File: src/rtl/vbus_pkg.sv
// Shared constants for the CPU-to-video bus controller: register map,
// bus FSM encoding, ctrl bit positions and reset values.
package vbus_pkg;

  // Register select indices
  localparam logic [3:0] REG_DATA    = 4'h0;
  localparam logic [3:0] REG_ADDR_LO = 4'h1;
  localparam logic [3:0] REG_ADDR_HI = 4'h2;
  localparam logic [3:0] REG_CTRL    = 4'h3;
  localparam logic [3:0] REG_CUR_CH  = 4'h4;
  localparam logic [3:0] REG_CUR_X   = 4'h5;
  localparam logic [3:0] REG_CUR_Y   = 4'h6;
  localparam logic [3:0] REG_HSHIFT  = 4'h7;
  localparam logic [3:0] REG_STRIDE  = 4'h8;
  localparam logic [3:0] REG_STATUS  = 4'h9;
  localparam logic [3:0] REG_FCNT_LO = 4'hA;
  localparam logic [3:0] REG_FCNT_HI = 4'hB;
  localparam logic [3:0] REG_FILL    = 4'hC;

  // Bus FSM, one-hot
  typedef enum logic [5:0] {
    S_IDLE     = 6'b00_0001,
    S_RD_START = 6'b00_0010,
    S_RD_WAIT  = 6'b00_0100,
    S_WR_START = 6'b00_1000,
    S_WR_WAIT  = 6'b01_0000,
    S_FETCH    = 6'b10_0000
  } bus_state_e;

  // Bit positions inside the ctrl register
  localparam int unsigned CTRL_VID_MODE  = 7;
  localparam int unsigned CTRL_BLINK_ON  = 6;
  localparam int unsigned CTRL_RD_INC    = 3;
  localparam int unsigned CTRL_CURSOR_ON = 1;
  localparam int unsigned CTRL_WR_INC    = 0;

  // Reset values
  localparam logic [7:0] RST_CURSOR_CH = 8'h5F;
  localparam logic [3:0] RST_HSHIFT    = 4'b0111;
  localparam logic [7:0] RST_STRIDE    = 8'h01;

  // Strobe synchroniser width: cs, rd, wr
  localparam int unsigned SYNC_W = 3;

  // Writes to these registers would disturb the VRAM port and are refused during a fill
  function automatic logic wr_blocked_when_busy(input logic [3:0] sel);
    return (sel == REG_DATA) || (sel == REG_ADDR_LO) ||
           (sel == REG_ADDR_HI) || (sel == REG_FILL);
  endfunction

endpackage

File: src/rtl/vbus_sync.sv
// Two-flop synchroniser for the (already inverted) CPU strobes.
module vbus_sync #(
  parameter int unsigned W = 3
) (
  input  logic         clk,
  input  logic         reset,
  input  logic [W-1:0] async_i,
  output logic [W-1:0] sync_o
);

  logic [W-1:0] meta_q;
  logic [W-1:0] sync_q;

  // Metastability filter, cleared by reset
  always_ff @(posedge clk) begin
    if (reset) begin
      meta_q <= '0;
      sync_q <= '0;
    end else begin
      meta_q <= async_i;
      sync_q <= meta_q;
    end
  end

  assign sync_o = sync_q;

endmodule

File: src/rtl/vbus_ctrl.sv
// CPU bus interface for the text/video controller: register file, VRAM
// port with read prefetch, signed auto-increment and a block-fill engine.
module vbus_ctrl #(
  parameter int unsigned ADDR_W = 14,
  parameter int unsigned CURX_W = 7,
  parameter int unsigned CURY_W = 5,
  parameter int unsigned FILL_W = 16,
  parameter int unsigned RD_LAT = 1
) (
  input  logic              clk,
  input  logic              reset,
  input  logic              csb,
  input  logic              rdb,
  input  logic              wrb,
  input  logic [3:0]        rs,
  input  logic [7:0]        din,
  output logic [7:0]        dout,
  output logic              dout_en,
  output logic [ADDR_W-1:0] ram_addr,
  output logic [7:0]        ram_wdata,
  output logic              ram_wen,
  output logic              ram_rd_en,
  input  logic [7:0]        ram_rdata,
  output logic              vid_mode,
  output logic              blink_on,
  output logic              cursor_on,
  output logic [CURX_W-1:0] cursor_x,
  output logic [CURY_W-1:0] cursor_y,
  output logic [7:0]        cursor_ch,
  output logic [3:0]        hshift,
  output logic              busy
);

  import vbus_pkg::*;

  localparam int unsigned HI_W  = ADDR_W - 8;
  localparam int unsigned LAT_W = 3;

  // Synchronised strobes
  logic [SYNC_W-1:0] strobe_s;
  logic              cs_s, rd_s, wr_s;
  logic              rd, wr;

  vbus_sync #(.W(SYNC_W)) u_sync (
    .clk     (clk),
    .reset   (reset),
    .async_i ({~csb, ~rdb, ~wrb}),
    .sync_o  (strobe_s)
  );

  assign cs_s = strobe_s[2];
  assign rd_s = strobe_s[1];
  assign wr_s = strobe_s[0];
  assign rd   = cs_s & rd_s;
  assign wr   = cs_s & wr_s;

  // Bus FSM and transaction bookkeeping
  bus_state_e        state_q;
  logic [3:0]        rs_q;
  logic              drop_q;
  logic              ret_rd_q;
  logic              fetch_pend_q;
  logic [LAT_W-1:0]  lat_q;

  // Register file
  logic              vid_mode_q, blink_on_q, cursor_on_q, wr_inc_q, rd_inc_q;
  logic [CURX_W-1:0] cursor_x_q;
  logic [CURY_W-1:0] cursor_y_q;
  logic [7:0]        cursor_ch_q;
  logic [3:0]        hshift_q;
  logic [7:0]        stride_q;
  logic [FILL_W-1:0] fill_cnt_q;
  logic              overrun_q;
  logic [7:0]        pbuf_q;

  // Fill engine
  logic              busy_q;
  logic [FILL_W-1:0] work_cnt_q;
  logic [7:0]        fill_val_q;

  // VRAM port and CPU read data
  logic [ADDR_W-1:0] ram_addr_q;
  logic [7:0]        ram_wdata_q;
  logic              ram_wen_q;
  logic              ram_rd_en_q;
  logic [7:0]        dout_q;

  logic [7:0]        rd_data_c;
  logic [ADDR_W-1:0] addr_step_c;

  // Address plus sign-extended stride, wrapping at the address width
  assign addr_step_c = ram_addr_q + {{HI_W{stride_q[7]}}, stride_q};

  // Register read multiplexer
  always_comb begin
    rd_data_c = 8'hFF;
    case (rs_q)
      REG_DATA:    rd_data_c = pbuf_q;
      REG_ADDR_LO: rd_data_c = ram_addr_q[7:0];
      REG_ADDR_HI: rd_data_c = 8'(ram_addr_q[ADDR_W-1:8]);
      REG_CTRL:    rd_data_c = {vid_mode_q, blink_on_q, 2'b00, rd_inc_q, 1'b0, cursor_on_q, wr_inc_q};
      REG_CUR_CH:  rd_data_c = cursor_ch_q;
      REG_CUR_X:   rd_data_c = 8'(cursor_x_q);
      REG_CUR_Y:   rd_data_c = 8'(cursor_y_q);
      REG_HSHIFT:  rd_data_c = {4'b0000, hshift_q};
      REG_STRIDE:  rd_data_c = stride_q;
      REG_STATUS:  rd_data_c = {6'b00_0000, overrun_q, busy_q};
      REG_FCNT_LO: rd_data_c = fill_cnt_q[7:0];
      REG_FCNT_HI: rd_data_c = 8'(fill_cnt_q[FILL_W-1:8]);
      default:     rd_data_c = 8'hFF;
    endcase
  end

  // Bus FSM, register file, fill engine and VRAM port
  always_ff @(posedge clk) begin
    if (reset) begin
      state_q      <= S_IDLE;
      rs_q         <= 4'h0;
      drop_q       <= 1'b0;
      ret_rd_q     <= 1'b0;
      fetch_pend_q <= 1'b0;
      lat_q        <= '0;
      vid_mode_q   <= 1'b0;
      blink_on_q   <= 1'b1;
      cursor_on_q  <= 1'b1;
      wr_inc_q     <= 1'b1;
      rd_inc_q     <= 1'b1;
      cursor_x_q   <= '0;
      cursor_y_q   <= '0;
      cursor_ch_q  <= RST_CURSOR_CH;
      hshift_q     <= RST_HSHIFT;
      stride_q     <= RST_STRIDE;
      fill_cnt_q   <= '0;
      overrun_q    <= 1'b0;
      pbuf_q       <= 8'h00;
      busy_q       <= 1'b0;
      work_cnt_q   <= '0;
      fill_val_q   <= 8'h00;
      ram_addr_q   <= '0;
      ram_wdata_q  <= 8'h00;
      ram_wen_q    <= 1'b0;
      ram_rd_en_q  <= 1'b0;
      dout_q       <= 8'h00;
    end else begin
      ram_wen_q   <= 1'b0;
      ram_rd_en_q <= 1'b0;

      // Fill: the trigger issues the first write; each busy cycle steps past
      // the write just shown and issues the next one until the count runs out
      if (busy_q) begin
        ram_addr_q <= addr_step_c;
        work_cnt_q <= work_cnt_q - FILL_W'(1);
        if (work_cnt_q == FILL_W'(1)) begin
          busy_q       <= 1'b0;
          fetch_pend_q <= 1'b1;
        end else begin
          ram_wen_q   <= 1'b1;
          ram_wdata_q <= fill_val_q;
        end
      end

      case (state_q)
        S_IDLE: begin
          if (rd) begin
            rs_q    <= rs;
            state_q <= S_RD_START;
          end else if (wr) begin
            rs_q    <= rs;
            state_q <= S_WR_START;
          end else if (fetch_pend_q) begin
            ret_rd_q <= 1'b0;
            lat_q    <= '0;
            state_q  <= S_FETCH;
          end
        end

        S_RD_START: begin
          drop_q <= 1'b0;
          if (rs_q == REG_DATA && busy_q) begin
            dout_q    <= pbuf_q;
            overrun_q <= 1'b1;
            drop_q    <= 1'b1;
            state_q   <= S_RD_WAIT;
          end else if (rs_q == REG_DATA && fetch_pend_q) begin
            // Buffer is stale after a fill: refresh it, then return here
            ret_rd_q <= 1'b1;
            lat_q    <= '0;
            state_q  <= S_FETCH;
          end else begin
            dout_q <= rd_data_c;
            if (rs_q == REG_STATUS) begin
              overrun_q <= 1'b0;
            end
            state_q <= S_RD_WAIT;
          end
        end

        S_RD_WAIT: begin
          if (!rd) begin
            if (rs_q == REG_DATA && rd_inc_q && !drop_q) begin
              ram_addr_q <= addr_step_c;
              ret_rd_q   <= 1'b0;
              lat_q      <= '0;
              state_q    <= S_FETCH;
            end else begin
              state_q <= S_IDLE;
            end
          end
        end

        S_WR_START: begin
          drop_q  <= 1'b0;
          state_q <= S_WR_WAIT;
          if (busy_q && wr_blocked_when_busy(rs_q)) begin
            overrun_q <= 1'b1;
            drop_q    <= 1'b1;
          end else begin
            case (rs_q)
              REG_DATA: begin
                ram_wdata_q <= din;
                ram_wen_q   <= 1'b1;
              end
              REG_ADDR_LO: ram_addr_q[7:0] <= din;
              REG_ADDR_HI: ram_addr_q[ADDR_W-1:8] <= din[HI_W-1:0];
              REG_CTRL: begin
                vid_mode_q  <= din[CTRL_VID_MODE];
                blink_on_q  <= din[CTRL_BLINK_ON];
                rd_inc_q    <= din[CTRL_RD_INC];
                cursor_on_q <= din[CTRL_CURSOR_ON];
                wr_inc_q    <= din[CTRL_WR_INC];
              end
              REG_CUR_CH:  cursor_ch_q <= din;
              REG_CUR_X:   cursor_x_q  <= din[CURX_W-1:0];
              REG_CUR_Y:   cursor_y_q  <= din[CURY_W-1:0];
              REG_HSHIFT:  hshift_q    <= din[3:0];
              REG_STRIDE:  stride_q    <= din;
              REG_FCNT_LO: fill_cnt_q[7:0] <= din;
              REG_FCNT_HI: fill_cnt_q[FILL_W-1:8] <= din[FILL_W-9:0];
              REG_FILL: begin
                if (fill_cnt_q != '0) begin
                  busy_q      <= 1'b1;
                  work_cnt_q  <= fill_cnt_q;
                  fill_val_q  <= din;
                  ram_wdata_q <= din;
                  ram_wen_q   <= 1'b1;
                end
              end
              default: ;
            endcase
          end
        end

        S_WR_WAIT: begin
          if (!wr) begin
            if (!drop_q && rs_q == REG_DATA && wr_inc_q) begin
              ram_addr_q <= addr_step_c;
              ret_rd_q   <= 1'b0;
              lat_q      <= '0;
              state_q    <= S_FETCH;
            end else if (!drop_q && (rs_q == REG_ADDR_LO || rs_q == REG_ADDR_HI)) begin
              ret_rd_q <= 1'b0;
              lat_q    <= '0;
              state_q  <= S_FETCH;
            end else begin
              state_q <= S_IDLE;
            end
          end
        end

        S_FETCH: begin
          // Strobe shows at lat=1; data is valid RD_LAT cycles later
          lat_q <= lat_q + LAT_W'(1);
          if (lat_q == '0) begin
            ram_rd_en_q <= 1'b1;
          end
          if (lat_q == LAT_W'(RD_LAT + 1)) begin
            pbuf_q       <= ram_rdata;
            fetch_pend_q <= 1'b0;
            state_q      <= ret_rd_q ? S_RD_START : S_IDLE;
          end
        end

        default: state_q <= S_IDLE;
      endcase
    end
  end

  assign dout_en   = rd;
  assign dout      = dout_q;
  assign ram_addr  = ram_addr_q;
  assign ram_wdata = ram_wdata_q;
  assign ram_wen   = ram_wen_q;
  assign ram_rd_en = ram_rd_en_q;
  assign vid_mode  = vid_mode_q;
  assign blink_on  = blink_on_q;
  assign cursor_on = cursor_on_q;
  assign cursor_x  = cursor_x_q;
  assign cursor_y  = cursor_y_q;
  assign cursor_ch = cursor_ch_q;
  assign hshift    = hshift_q;
  assign busy      = busy_q;

endmodule

File: config.mk
export PLATFORM = sky130hd
export DESIGN_NAME = vbus_ctrl
export DESIGN_NICKNAME = d
export VERILOG_FILES = /design/src/rtl/vbus_pkg.sv /design/src/rtl/vbus_sync.sv /design/src/rtl/vbus_ctrl.sv
export SDC_FILE = /design/constraint.sdc
export NUM_CORES = 1
export LEC_CHECK = 0
export CAP_MARGIN = 20
export CORE_UTILIZATION = 50
export DETAILED_ROUTE_END_ITERATION = 7
export GPL_TIMING_DRIVEN = 0
export PLACE_DENSITY = 0.75
export SKIP_LAST_GASP = 1
export SYNTH_ARGS = -nofsm -noshare
export SYNTH_HDL_FRONTEND = slang
export SYNTH_SLANG_ARGS = --single-unit
File: constraint.sdc
create_clock -name clk -period 2.25 [get_ports clk]
set_input_delay 0.225 -clock clk [delete_from_list [all_inputs] [get_ports clk]]
set_output_delay 0.225 -clock clk [all_outputs]
set_load 0.05 [all_outputs]
==> impl_metrics.ini <==
[sta]
finalCriticalPeriod_ps = 2330
relSlewSlack_pct = 42.2
fmax_mhz = 429
skew_ps = 7.79
fin_ws_ps = -82.3
hold-worst-slack_ps = 286
slew_violations = 0
final-hold-violation-count = 0
setup_violations = 4
worstMarginPinSlew_ps = 867
period_share_pct = 104
rsz0062_at_grt = yes

[critical_path]
r2r_slack_ps = -80
rr_startpoint = rs_q[0]
worstPathRequired_ps = 2530
crit_arrival_ps = 2610
path_max_fanout = 10
critPathLaunch = rs_q[0]
crit_type = reg2reg
start_kind = flop
reg2regPathDepth = 6
worstSetupEndpointType = flop

[synthesis]
yosys.area_share.simple_pct = 20.4
ys_seq_area_share_pct = 37.7
synth_common_cells = dfxtp_1 (141), nor2_1 (138), mux2i_1 (84)
synthXorXnorAreaFrac_pct = 2.69
syn_nets = 913
synth_compound_area_share_pct = 18.5
syn_avg_cell_area_um2 = 8.62
yosysWarnings = 0
synthArstFlopShare_pct = 0
yosys.area.top_type = dfxtp_1
ys_types = 77
muxShareOfSynthArea_pct = 13.0
synth_area_um2 = 7490
yosys.area.top_type_share_pct = 37.7
synthAdderAreaFrac_pct = 3.27
synth_edf_count = 0
yosysMostFrequentCell = dfxtp_1
ys.flop_type = dfxtp_1
synthCells = 869
yosys_register_bits = 141
synth.area.top_cells = dfxtp_1 (38%), mux2i_1 (11%), nor2_1 (6.9%)
synth_top_family_by_area = simple AND/OR/NAND/NOR gates

[pwr]
powerDensity_nw_per_um2 = 600
vdd_ir_drop_max_mv = 0.558
p_leak_nw = 3.84

[hold_path]
holdPathStages = 2
hold_path_class = in2reg
hold_start = din[7]

[grt]
grt_antenna_before_repair = 0
grt_pass1_wl_um = 38400
grt_max_degree = 17
grt_pass1_vias = 6718
track_usage_pct = 32.2
grt_overflow = 0

[final_layout]
n_antenna_cell = 0
nFillCells = 1264
final_nets = 1027
finalInstanceArea_um2 = 9420
area_delta_synth_final_pct = 25.7
utilization_pct = 64.5
drive_gt1_share_pct = 14.5

[placed_design]
portBuffers = 81
place.gp.congestion = 0.985
placed_area_um2 = 8550
hpwl_um = 17700

[job]
max-cap-violations = 0

[floorplanning]
die_x_um = 124
rows = 44
core_um2 = 14600
die_area_um2 = 15500
io_pins = 86
initial_utilization_pct = 51.4
die_h_um = 124

[status]
status = finished, violations left
violations = setup timing

[drt]
drt_iter0_drc = 978
first_pass_iters = 6
final_antenna_net_count = 0
post_drt_wl_per_cell_um = 21.7
drcViolationCount = 0
vias = 7365
wl_um = 25600
vias_per_cell = 6.24

[cts]
postCtsHoldBufs = 0
numCtsBuffers = 17
clk_path_buf_depth = 2
path_clk_slew_ps = 60
cts_tree = built
clock_latency_ps = 430
clockRootBuffer = clkbuf_16
clkSinkCount = 141
cts-htree-levels = 4
## worst max-delay path, stage by stage (launching register included)
cell	delay, ps
dfxtp_1	490
buf_2	340
clkbuf_2	330
buf_1	420
o21ai_0	180
o211ai_1	320
a21oi_1	100
## logic make-up after synthesis
family                   count (synthesis)
AND/OR/NAND/NOR                        313
AO/OA/AOI/OAI                          203
XOR/XNOR                                23
buffers and inverters                   77
multiplexers                            93
flip-flops                             141
adder cells (fa/ha/maj)                 19
## through the flow
stage	setup TNS, ps	instances	total power [W]	setup WS (ps)
after floorplan	0	869	0.00281	36.1
after global placement	-3590	1134	0.00296	-215
after detailed placement	-4960	1134	0.00296	-251
after CTS	-402	1169	0.00558	-68.0
after global routing	-914	1180	0.00578	-151
final	-210	1180	0.00565	-82.3
## final timing paths
path / endpoint
worst max register to register: dout[3]
worst min-delay path: ram_wdata[7]
worst min register to register: u_sync.sync_o[2]
worst max-delay path: dout[3]
## layout by cell type, fill, tap and decap left out, types with 15 or more instances in the layout
| master | n |
|---|---|
| clkbuf_1 | 31 |
| ha_1 | 15 |
| mux2i_1 | 84 |
| xnor2_1 | 17 |
| a21oi_1 | 50 |
| clkdlybuf4s50_1 | 81 |
| o21ai_0 | 32 |
| a211oi_1 | 22 |
| clkbuf_16 | 17 |
| buf_4 | 16 |
| nand2_1 | 55 |
| inv_1 | 17 |
| dfxtp_1 | 131 |
| nor2_1 | 134 |
## layer usage
layer  part of all wire (%)  global-route usage [%]  routed length (µm)
met1                     42                    44.6               10900
met5                      0                       0                   0
met3                     10                    7.43                2570
met2                     43                    47.6               11100
met4                    4.0                    14.5                1020
## layout make-up
cell class                      instances  area [µm²]  share of cell area (%)
Buffer                                 58         280                    2.98
Clock buffer                           21         440                    4.68
Clock inverter                         11         111                    1.18
Inverter                               18        67.6                   0.718
Multi-Input combinational cell        652        4510                    47.9
Sequential cell                       141        2840                    30.2
Tap cell                              184         230                    2.45
Timing Repair Buffer                   95         928                    9.86
## where the power goes
group / switching, W / internal (W)
clock: 0.00115 / 0.00154
sequential: 0.0000251 / 0.00251
combinational: 0.000270 / 0.000159
total: 0.00144 / 0.00421
## what timing repair did
item,CTS,global route
pin swaps,6,17
hold endpoints to repair,0,0
gates cloned,0,1
resized for setup,17,52
setup endpoints to repair,62,101
buffers inserted,3,11
## registers in the layout (all words and copies together), names as in the netlist, 5 cells and up
| name | flops |
|---|---|
| fill_cnt_q | 16 |
| work_cnt_q | 16 |
| ram_addr | 14 |
| cursor_ch | 8 |
| dout | 8 |
| fill_val_q | 8 |
| pbuf_q | 8 |
| ram_wdata | 8 |
| stride_q | 8 |
| cursor_x | 7 |
| state_q | 6 |
| cursor_y | 5 |
Note: power is estimated with default switching activity, not from simulation.
